$ cat src/rtl/mag_sq_arbiter.sv
// mag_sq_arbiter
// Shares one 3-stage magnitude-squared pipeline (re^2 + im^2) among four
// complex-sample requesters using a round-robin grant. Results leave in grant
// order, tagged with the originating channel. Output backpressure freezes the
// whole pipeline, bubbles included, and blocks new grants.

module mag_sq_arbiter #(
  parameter int WIDTH = 16
) (
  input  logic                 clk,
  input  logic                 rst,
  input  logic [3:0]           req_valid,
  output logic [3:0]           req_ready,
  input  logic [4*WIDTH-1:0]   req_real,
  input  logic [4*WIDTH-1:0]   req_imag,
  output logic                 out_valid,
  input  logic                 out_ready,
  output logic [2*WIDTH-1:0]   out_mag,
  output logic [1:0]           out_chan,
  output logic                 busy
);

  // Round-robin pointer: the channel searched first on the next grant.
  logic [1:0]               ptr_q, ptr_d;

  // Stage 1: captured operands and channel tag.
  logic                     v1_q, v1_d;
  logic signed [WIDTH-1:0]  re1_q, re1_d;
  logic signed [WIDTH-1:0]  im1_q, im1_d;
  logic [1:0]               ch1_q, ch1_d;

  // Stage 2: the two squares, each exact in 2*WIDTH bits.
  logic                     v2_q, v2_d;
  logic [2*WIDTH-1:0]       sq_re2_q, sq_re2_d;
  logic [2*WIDTH-1:0]       sq_im2_q, sq_im2_d;
  logic [1:0]               ch2_q, ch2_d;

  // Stage 3: the sum, which drives the outputs directly.
  logic                     v3_q, v3_d;
  logic [2*WIDTH-1:0]       mag3_q, mag3_d;
  logic [1:0]               ch3_q, ch3_d;

  // Arbitration and datapath helpers.
  logic                     advance;
  logic                     grant_any;
  logic [1:0]               grant_idx;
  logic [3:0]               grant;
  logic signed [WIDTH-1:0]  sel_real;
  logic signed [WIDTH-1:0]  sel_imag;
  logic signed [2*WIDTH-1:0] re1_ext;
  logic signed [2*WIDTH-1:0] im1_ext;
  logic signed [2*WIDTH-1:0] prod_re;
  logic signed [2*WIDTH-1:0] prod_im;
  logic [2*WIDTH-1:0]       sum2;

  // The pipe moves only when the output stage is empty or being consumed.
  assign advance = !v3_q | out_ready;

  // Round-robin search starting at ptr; first requesting channel wins.
  always_comb begin
    logic [1:0] cand;
    grant_any = 1'b0;
    grant_idx = 2'd0;
    cand      = 2'd0;
    for (int k = 0; k < 4; k++) begin
      cand = ptr_q + 2'(k);
      if (!grant_any && req_valid[cand]) begin
        grant_any = 1'b1;
        grant_idx = cand;
      end
    end
    grant = grant_any ? (4'b0001 << grant_idx) : 4'b0000;
  end

  // Ready is the grant qualified by advance; forced low while in reset.
  always_comb begin
    req_ready = 4'b0000;
    if (advance && !rst) begin
      req_ready = grant;
    end
  end

  // Operand mux for the granted channel.
  always_comb begin
    sel_real = req_real[grant_idx*WIDTH +: WIDTH];
    sel_imag = req_imag[grant_idx*WIDTH +: WIDTH];
  end

  // Squares are computed at full 2*WIDTH width; the true value never exceeds
  // 2^(2W-2), so the sign bit of the product is always zero.
  always_comb begin
    re1_ext = {{WIDTH{re1_q[WIDTH-1]}}, re1_q};
    im1_ext = {{WIDTH{im1_q[WIDTH-1]}}, im1_q};
    prod_re = re1_ext * re1_ext;
    prod_im = im1_ext * im1_ext;
  end

  // Sum tops out at 2^(2W-1), which still fits unsigned in 2*WIDTH bits.
  assign sum2 = sq_re2_q + sq_im2_q;

  // Next-state for pointer and all stages; everything holds unless advancing.
  always_comb begin
    ptr_d    = ptr_q;
    v1_d     = v1_q;
    re1_d    = re1_q;
    im1_d    = im1_q;
    ch1_d    = ch1_q;
    v2_d     = v2_q;
    sq_re2_d = sq_re2_q;
    sq_im2_d = sq_im2_q;
    ch2_d    = ch2_q;
    v3_d     = v3_q;
    mag3_d   = mag3_q;
    ch3_d    = ch3_q;

    if (advance) begin
      v1_d = grant_any;
      if (grant_any) begin
        re1_d = sel_real;
        im1_d = sel_imag;
        ch1_d = grant_idx;
        ptr_d = grant_idx + 2'd1;
      end

      v2_d = v1_q;
      if (v1_q) begin
        sq_re2_d = $unsigned(prod_re);
        sq_im2_d = $unsigned(prod_im);
        ch2_d    = ch1_q;
      end

      v3_d = v2_q;
      if (v2_q) begin
        mag3_d = sum2;
        ch3_d  = ch2_q;
      end
    end
  end

  // State registers; reset discards every in-flight entry.
  always_ff @(posedge clk) begin
    if (rst) begin
      ptr_q    <= 2'd0;
      v1_q     <= 1'b0;
      re1_q    <= '0;
      im1_q    <= '0;
      ch1_q    <= 2'd0;
      v2_q     <= 1'b0;
      sq_re2_q <= '0;
      sq_im2_q <= '0;
      ch2_q    <= 2'd0;
      v3_q     <= 1'b0;
      mag3_q   <= '0;
      ch3_q    <= 2'd0;
    end else begin
      ptr_q    <= ptr_d;
      v1_q     <= v1_d;
      re1_q    <= re1_d;
      im1_q    <= im1_d;
      ch1_q    <= ch1_d;
      v2_q     <= v2_d;
      sq_re2_q <= sq_re2_d;
      sq_im2_q <= sq_im2_d;
      ch2_q    <= ch2_d;
      v3_q     <= v3_d;
      mag3_q   <= mag3_d;
      ch3_q    <= ch3_d;
    end
  end

  // Output drive straight from the last stage.
  always_comb begin
    out_valid = v3_q;
    out_mag   = mag3_q;
    out_chan  = ch3_q;
    busy      = v1_q | v2_q | v3_q;
  end

endmodule

$ cat config.mk
export PLATFORM = sky130hd
export DESIGN_NAME = mag_sq_arbiter
export DESIGN_NICKNAME = d
export VERILOG_FILES = /design/src/rtl/mag_sq_arbiter.sv
export SDC_FILE = /design/constraint.sdc
export NUM_CORES = 1
export LEC_CHECK = 0
export ABC_AREA = 0
export BUFFER_PORTS_ARGS = -buffer_cell sky130_fd_sc_hd__buf_4
export CORE_ASPECT_RATIO = 1.75
export CORE_MARGIN = 2
export CORE_UTILIZATION = 40
export DETAILED_ROUTE_END_ITERATION = 12
export PLACE_DENSITY = 0.56
export SYNTH_ARGS = -nofsm -noshare
export SYNTH_HDL_FRONTEND = slang
export SYNTH_SLANG_ARGS = --single-unit
export TNS_END_PERCENT = 30
$ cat constraint.sdc
create_clock -name clk -period 8.1 [get_ports clk]
set_input_delay 0.405 -clock clk [delete_from_list [all_inputs] [get_ports clk]]
set_output_delay 0.405 -clock clk [all_outputs]
set_load 0.01 [all_outputs]
==> results of run 1 <==
-- cell type report --
type	instances	area, um^2
well taps	799	1000
inverters	680	2550
multi-input cells	2021	19300
clock buffers	19	443
repair buffers	209	1570
clock inverters	13	145
fillers	6211	34300
flip-flops and latches	137	2740
-- cells by family after synthesis --
group,synth area share (%)
AO/OA/AOI/OAI,10.6
XOR/XNOR,3.60
flip-flops,10.9
AND/OR/NAND/NOR,14.6
adder cells (fa/ha/maj),48.0
multiplexers,0.204
buffers and inverters,12.1
-- routing by layer --
layer,vias up,routed length (um),track usage [%]
met1,9955,24600,21.9
met2,414,43000,48.7
met3,211,1240,1.73
met4,0,6080,17.3
met5,-,0,0
li1,9332,-,-
-- registers in the layout, indices dropped and copies added (netlist names), 16 cells and up --
signal and count:
im1_q 16, out_mag 32, re1_q 16, sq_im2_q 31, sq_re2_q 31
-- placed cells by master (no fill, tap or decap), drive strengths merged, types with 4 or more instances in the layout --
cell type and instances:
buf 209, or2 8, a211oi 21, a311oi 37
ha 214, a41o 4, nand3 35, a31o 11
clkbuf 19, o21ai 49, and3 46, nor3b 5
nand3b 4, nand2 430, a31oi 15, clkinv 10
dfxtp 137, xnor2 82, fa 468, mux2i 4
nor4b 5, and2 76, nor3 28, a21boi 5
nor2 150, a21oi 168, o211ai 13, inv 680
o21a 11, xor2 21, nand4 5, a21o 29
a211o 7, or3 7, nand2b 13, o21bai 13
-- worst paths after layout --
path | cells past startpoint | slack [ns] | end
max | 20 | 1.10 | sq_re2_q[29]
max reg2reg | 20 | 1.10 | sq_re2_q[29]
min | 4 | 0.26 | v1_q
min reg2reg | 2 | 0.46 | out_mag[1]
-- power groups by stage --
| stage | sequential [uW] | clock [uW] | combinational [uW] |
|---|---|---|---|
| floorplan | 912 | 0 | 6700 |
| global placement | 1010 | 0 | 9290 |
| detailed placement | 1010 | 0 | 9350 |
| CTS | 1000 | 843 | 9420 |
| global route | 1020 | 860 | 10500 |
| finish | 1000 | 819 | 9260 |
-- metrics by stage --
step	power, uW	hold WS, ns	std cells	utilization (%)	cell area, um^2
floorplan	7610	0.430	2953	-	25100
global placement	10300	0.444	3846	43.8	27200
detailed placement	10400	0.450	3846	43.8	27200
CTS	11300	0.232	3878	44.8	27800
global route	12300	0.284	3878	44.8	27800
finish	11100	0.262	3878	44.8	27800
-- critical path, cell delays in order (launching register included) --
cell	delay (ns)
dfxtp_1	0.43
buf_4	0.25
inv_1	0.09
nor2_1	0.21
fa_1	0.59
fa_1	0.91
fa_1	0.55
fa_1	0.54
fa_1	0.50
inv_1	0.05
fa_1	0.48
inv_1	0.04
ha_1	0.33
a21o_1	0.21
a21o_1	0.17
a21o_1	0.19
a221o_1	0.39
or3_1	0.32
o211ai_1	0.28
nor4_1	0.08
a211o_1	0.26
==> summary.txt, run 1 <==
Outcome -> complete, no violations
Crit path arrival time -> 7.35 ns
Final Hold Viols -> 0
Slew Viols, Final -> 0
Total vias in the final route -> 19912
Count leader, synth -> inv_1
Critical Path RT -> 8.45 ns
Core ar. -> 62100 um^2
HP Start -> out_ready
Hold_buf cts -> 0
Setup Skew -> 0.0137 ns
Logic gate share of total power -> 83.6%
CTS tree -> done
Crit path max fanout -> 16
Startpoint types -> flip-flop
CP endpoint kind -> flip-flop
Pre-CTS setup slack -> 1.11 ns
Number of buffers added on ports -> 174
Reg2Reg Launch Point -> re1_q[15]
Initial antenna violation count -> 0
CTS clk-pin slew, worst paths -> 0.07 ns
Sequential share of power -> 9.0%
Syn_nets -> 3770
Seq cells post-synth -> 137
Syn_area_per_cell -> 8.50 um^2
HP Class -> primary input to flip-flop
Post-CTS sizing -> 0
Routed vias/inst -> 5.13
Diodes inserted -> 0
Pre-antenna DRT Iters -> 6
DRT iter0 DRCs -> 886
Post-CTS Setup Inserts -> 0
CTS root buffer -> clkbuf_16
Syn Inst Count -> 2953
EDFF count, synth -> 0
RSZ-0062 raised after global routing -> no
Initial Util -> 40.4%
Post-synth top area cell -> fa_1
Least-Margin Pin Slew -> 1.13 ns
Peak VDD IR -> 0.000343 V
Avg WL per Cell -> 19.3 um
Share of cells above drive strength 1 -> 8.93%
Layout Area Growth over Synthesis -> 10.8%
Critical path type -> flip-flop to flip-flop
F_max -> 0.143 GHz
Largest net degree at the start of global routing -> 78
Layout Nets -> 3883
First-pass GRT wire length -> 120000 um
Critical Path Source -> re1_q[15]
Sw frac -> 54.4%
Synthesis Warnings -> 0
Power Dens Cells -> 399 nW/um^2
Syn Std Cell Area -> 25100 um^2
Die Ht -> 335 um
Pint -> 5060 uW
Max-cap violations -> 0
Tcrit/Tclk final -> 86.5%
Ys async rst share -> 0%
Cts bufs inserted -> 17
# DRC -> 0
Final worst path period need -> 7.00 ns
Worst setup margin -> 1.10 ns
Top-area cell type share of the netlist area -> 37.3%
Slew headroom -> 24.4%
Clk pwr share -> 7.4%
Psw -> 6020 uW
Vias in the first global route -> 22595
Grt ovf -> 0
Total Routing Usage GR -> 24.0%
Top cells by count, synth -> inv_1 (677), fa_1 (468), nand2_1 (430), ha_1 (214), a21oi_1 (168)
Post-synth top flop -> dfxtp_1
Clock latency on the worst-skew pair -> 0.46 ns
Die ar. -> 64800 um^2
LEAKAGE -> 0.0143 uW
Clock sinks -> 137
Sequential area share after synthesis -> 10.9%
Final Routed Wirelength -> 74800 um
Num ports -> 175
Die W -> 193 um
Total Neg Setup Slack -> 0 ns
HPWL after DPL -> 63200 um
# rows -> 121
Maximum root-to-sink buffer count -> 2
Top cells by area, synth -> fa_1 (37%), dfxtp_1 (11%), ha_1 (11%)
H-tree depth -> 4
Yosys cell types -> 75
Final Setup Violations -> 0
RD Place Congestion -> 0.942
Antenna Violating Nets Remaining -> 0
Note: power is estimated with default switching activity, not from simulation.
==> inputs of run 2 (changes only) <==
BUFFER_PORTS_ARGS = default   (was -buffer_cell sky130_fd_sc_hd__buf_4)
DONT_BUFFER_PORTS = 1   (was default)
PLACE_DENSITY = 0.53   (was 0.56)
==> summary.txt, run 2 (same netlist as run 1, synthesis figures left out) <==
Total Neg Setup Slack -> 0 ns (unchanged)
Final Routed Wirelength -> 74800 um (about the same)
CTS clk-pin slew, worst paths -> 0.07 ns (about the same)
Diodes inserted -> 0 (unchanged)
Total vias in the final route -> 19251 (was 19912)
Grt ovf -> 0 (unchanged)
Pre-antenna DRT Iters -> 5 (was 6)
Cts bufs inserted -> 17 (unchanged)
Max reg flops -> 32 (unchanged)
CTS tree -> done (unchanged)
Layout Nets -> 3707 (was 3883)
Crit path arrival time -> 7.17 ns (was 7.35 ns)
Slew headroom -> 30.0% (was 24.4%)
RSZ-0062 raised after global routing -> no (unchanged)
# DRC -> 0 (unchanged)
Critical path type -> flip-flop to flip-flop (unchanged)
LEAKAGE -> 0.0135 uW (was 0.0143 uW)
HP Class -> primary input to flip-flop (unchanged)
Crit path max fanout -> 14 (was 16)
F_max -> 0.148 GHz (was 0.143 GHz)
CP endpoint kind -> flip-flop (unchanged)
RD Place Congestion -> 0.908 (was 0.942)
Pre-CTS setup slack -> 1.40 ns (was 1.11 ns)
Setup Skew -> 0.0126 ns (was 0.0137 ns)
H-tree depth -> 4 (unchanged)
Core ar. -> 62100 um^2 (unchanged)
Placed Area -> 25900 um^2 (was 27200 um^2)
Vias in the first global route -> 21947 (was 22595)
Max-cap violations -> 0 (unchanged)
Final Hold Viols -> 0 (unchanged)
Final instance area -> 26500 um^2 (was 27800 um^2)
Post-CTS Setup Inserts -> 0 (unchanged)
Routed vias/inst -> 5.20 (was 5.13)
Die ar. -> 64800 um^2 (unchanged)
Outcome -> complete, no violations (unchanged)
Die Ht -> 335 um (unchanged)
Num ports -> 175 (unchanged)
First-pass GRT wire length -> 119000 um (was 120000 um)
Clock latency on the worst-skew pair -> 0.47 ns (was 0.46 ns)
Power Dens Cells -> 418 nW/um^2 (was 399 nW/um^2)
Maximum root-to-sink buffer count -> 2 (unchanged)
Die W -> 193 um (unchanged)
Final design utilization -> 42.7% (was 44.8%)
Avg WL per Cell -> 20.2 um (was 19.3 um)
Largest net degree at the start of global routing -> 124 (was 78)
Initial Util -> 40.4% (unchanged)
HPWL after DPL -> 63000 um (was 63200 um)
Worst setup margin -> 1.33 ns (was 1.10 ns)
DRT iter0 DRCs -> 912 (was 886)
Slew Viols, Final -> 0 (unchanged)
Peak VDD IR -> 0.000336 V (was 0.000343 V)
Antenna Violating Nets Remaining -> 0 (unchanged)
Layout Area Growth over Synthesis -> 5.74% (was 10.8%)
Initial antenna violation count -> 0 (unchanged)
Least-Margin Pin Slew -> 1.04 ns (was 1.13 ns)
Final Setup Violations -> 0 (unchanged)
Most frequent cells in the layout -> inv_1 (676), fa_1 (468), nand2_1 (428) (was inv_1 (676), fa_1 (468), nand2_1 (429))
Total Routing Usage GR -> 24.1% (was 24.0%)
Design Power -> 11100 uW (about the same)
# rows -> 121 (unchanged)
Number of buffers added on ports -> 0 (was 174)
Tcrit/Tclk final -> 83.6% (was 86.5%)
Clock sinks -> 137 (unchanged)
Share of cells above drive strength 1 -> 3.44% (was 8.93%)
Critical Path RT -> 8.49 ns (was 8.45 ns)
CTS root buffer -> clkbuf_16 (unchanged)
Startpoint types -> flip-flop (unchanged)
Final worst path period need -> 6.77 ns (was 7.00 ns)
Commonest non-fill, non-tap cell in the layout -> inv_1 (unchanged)
[run 2: routing by layer]
metal	share of wire [%]	GRT usage [%]	vias to the layer above
li1	-	-	8967
met1	33	22.5	9680
met2	57	48.8	411
met3	1.9	1.78	193
met4	7.7	16.5	0
met5	0	0	-
[run 2: worst paths after layout]
check	from	end	slack (ns)	cells past startpoint
max	im1_q[6]	sq_im2_q[31]	1.33	20
min	rst	sq_im2_q[25]	0.10	1
max reg2reg	im1_q[6]	sq_im2_q[31]	1.33	20
min reg2reg	sq_re2_q[0]	sq_re2_q[0]	0.46	2
[run 2: timing repair]
item | CTS | global route
hold buffers | 1 | 0
resized for setup | 0 | 0
hold endpoints to repair | 14 | 0
[run 2: stage by stage]
stage / hold slack (ns) / cells
final: 0.100 / 3702
after global routing: 0.0685 / 3702
after CTS: 0.00887 / 3702
after detailed placement: 0.448 / 3669
after global placement: 0.446 / 3669
after floorplan: 0.430 / 2953
[run 2: power breakdown]
group	leakage, uW	total, uW	internal (uW)	switching [uW]
Combinational	0.0120	9190	3730	5460
Clock	0.000306	885	510	374
Sequential	0.00113	1010	820	194
[run 2: area by class of cell]
type / instances / area, um^2
fillers: 6344 / 35500
multi-input cells: 2021 / 19300
well taps: 799 / 1000
clock buffers: 19 / 453
clock inverters: 13 / 185
inverters: 680 / 2550
repair buffers: 33 / 250
flip-flops and latches: 137 / 2740
[run 2: critical path, stage by stage (launching register included)]
cell,delay [ns]
dfxtp_1,0.73
nand2_1,0.20
inv_1,0.11
ha_1,0.25
xnor2_1,0.59
fa_1,0.56
fa_1,0.45
fa_1,0.50
fa_1,0.55
inv_1,0.05
fa_1,0.47
inv_1,0.04
ha_1,0.37
a21oi_1,0.21
a21boi_0,0.14
a311oi_2,0.35
o211ai_2,0.18
nand3_2,0.11
a311oi_1,0.13
or4_1,0.52
a31oi_1,0.17
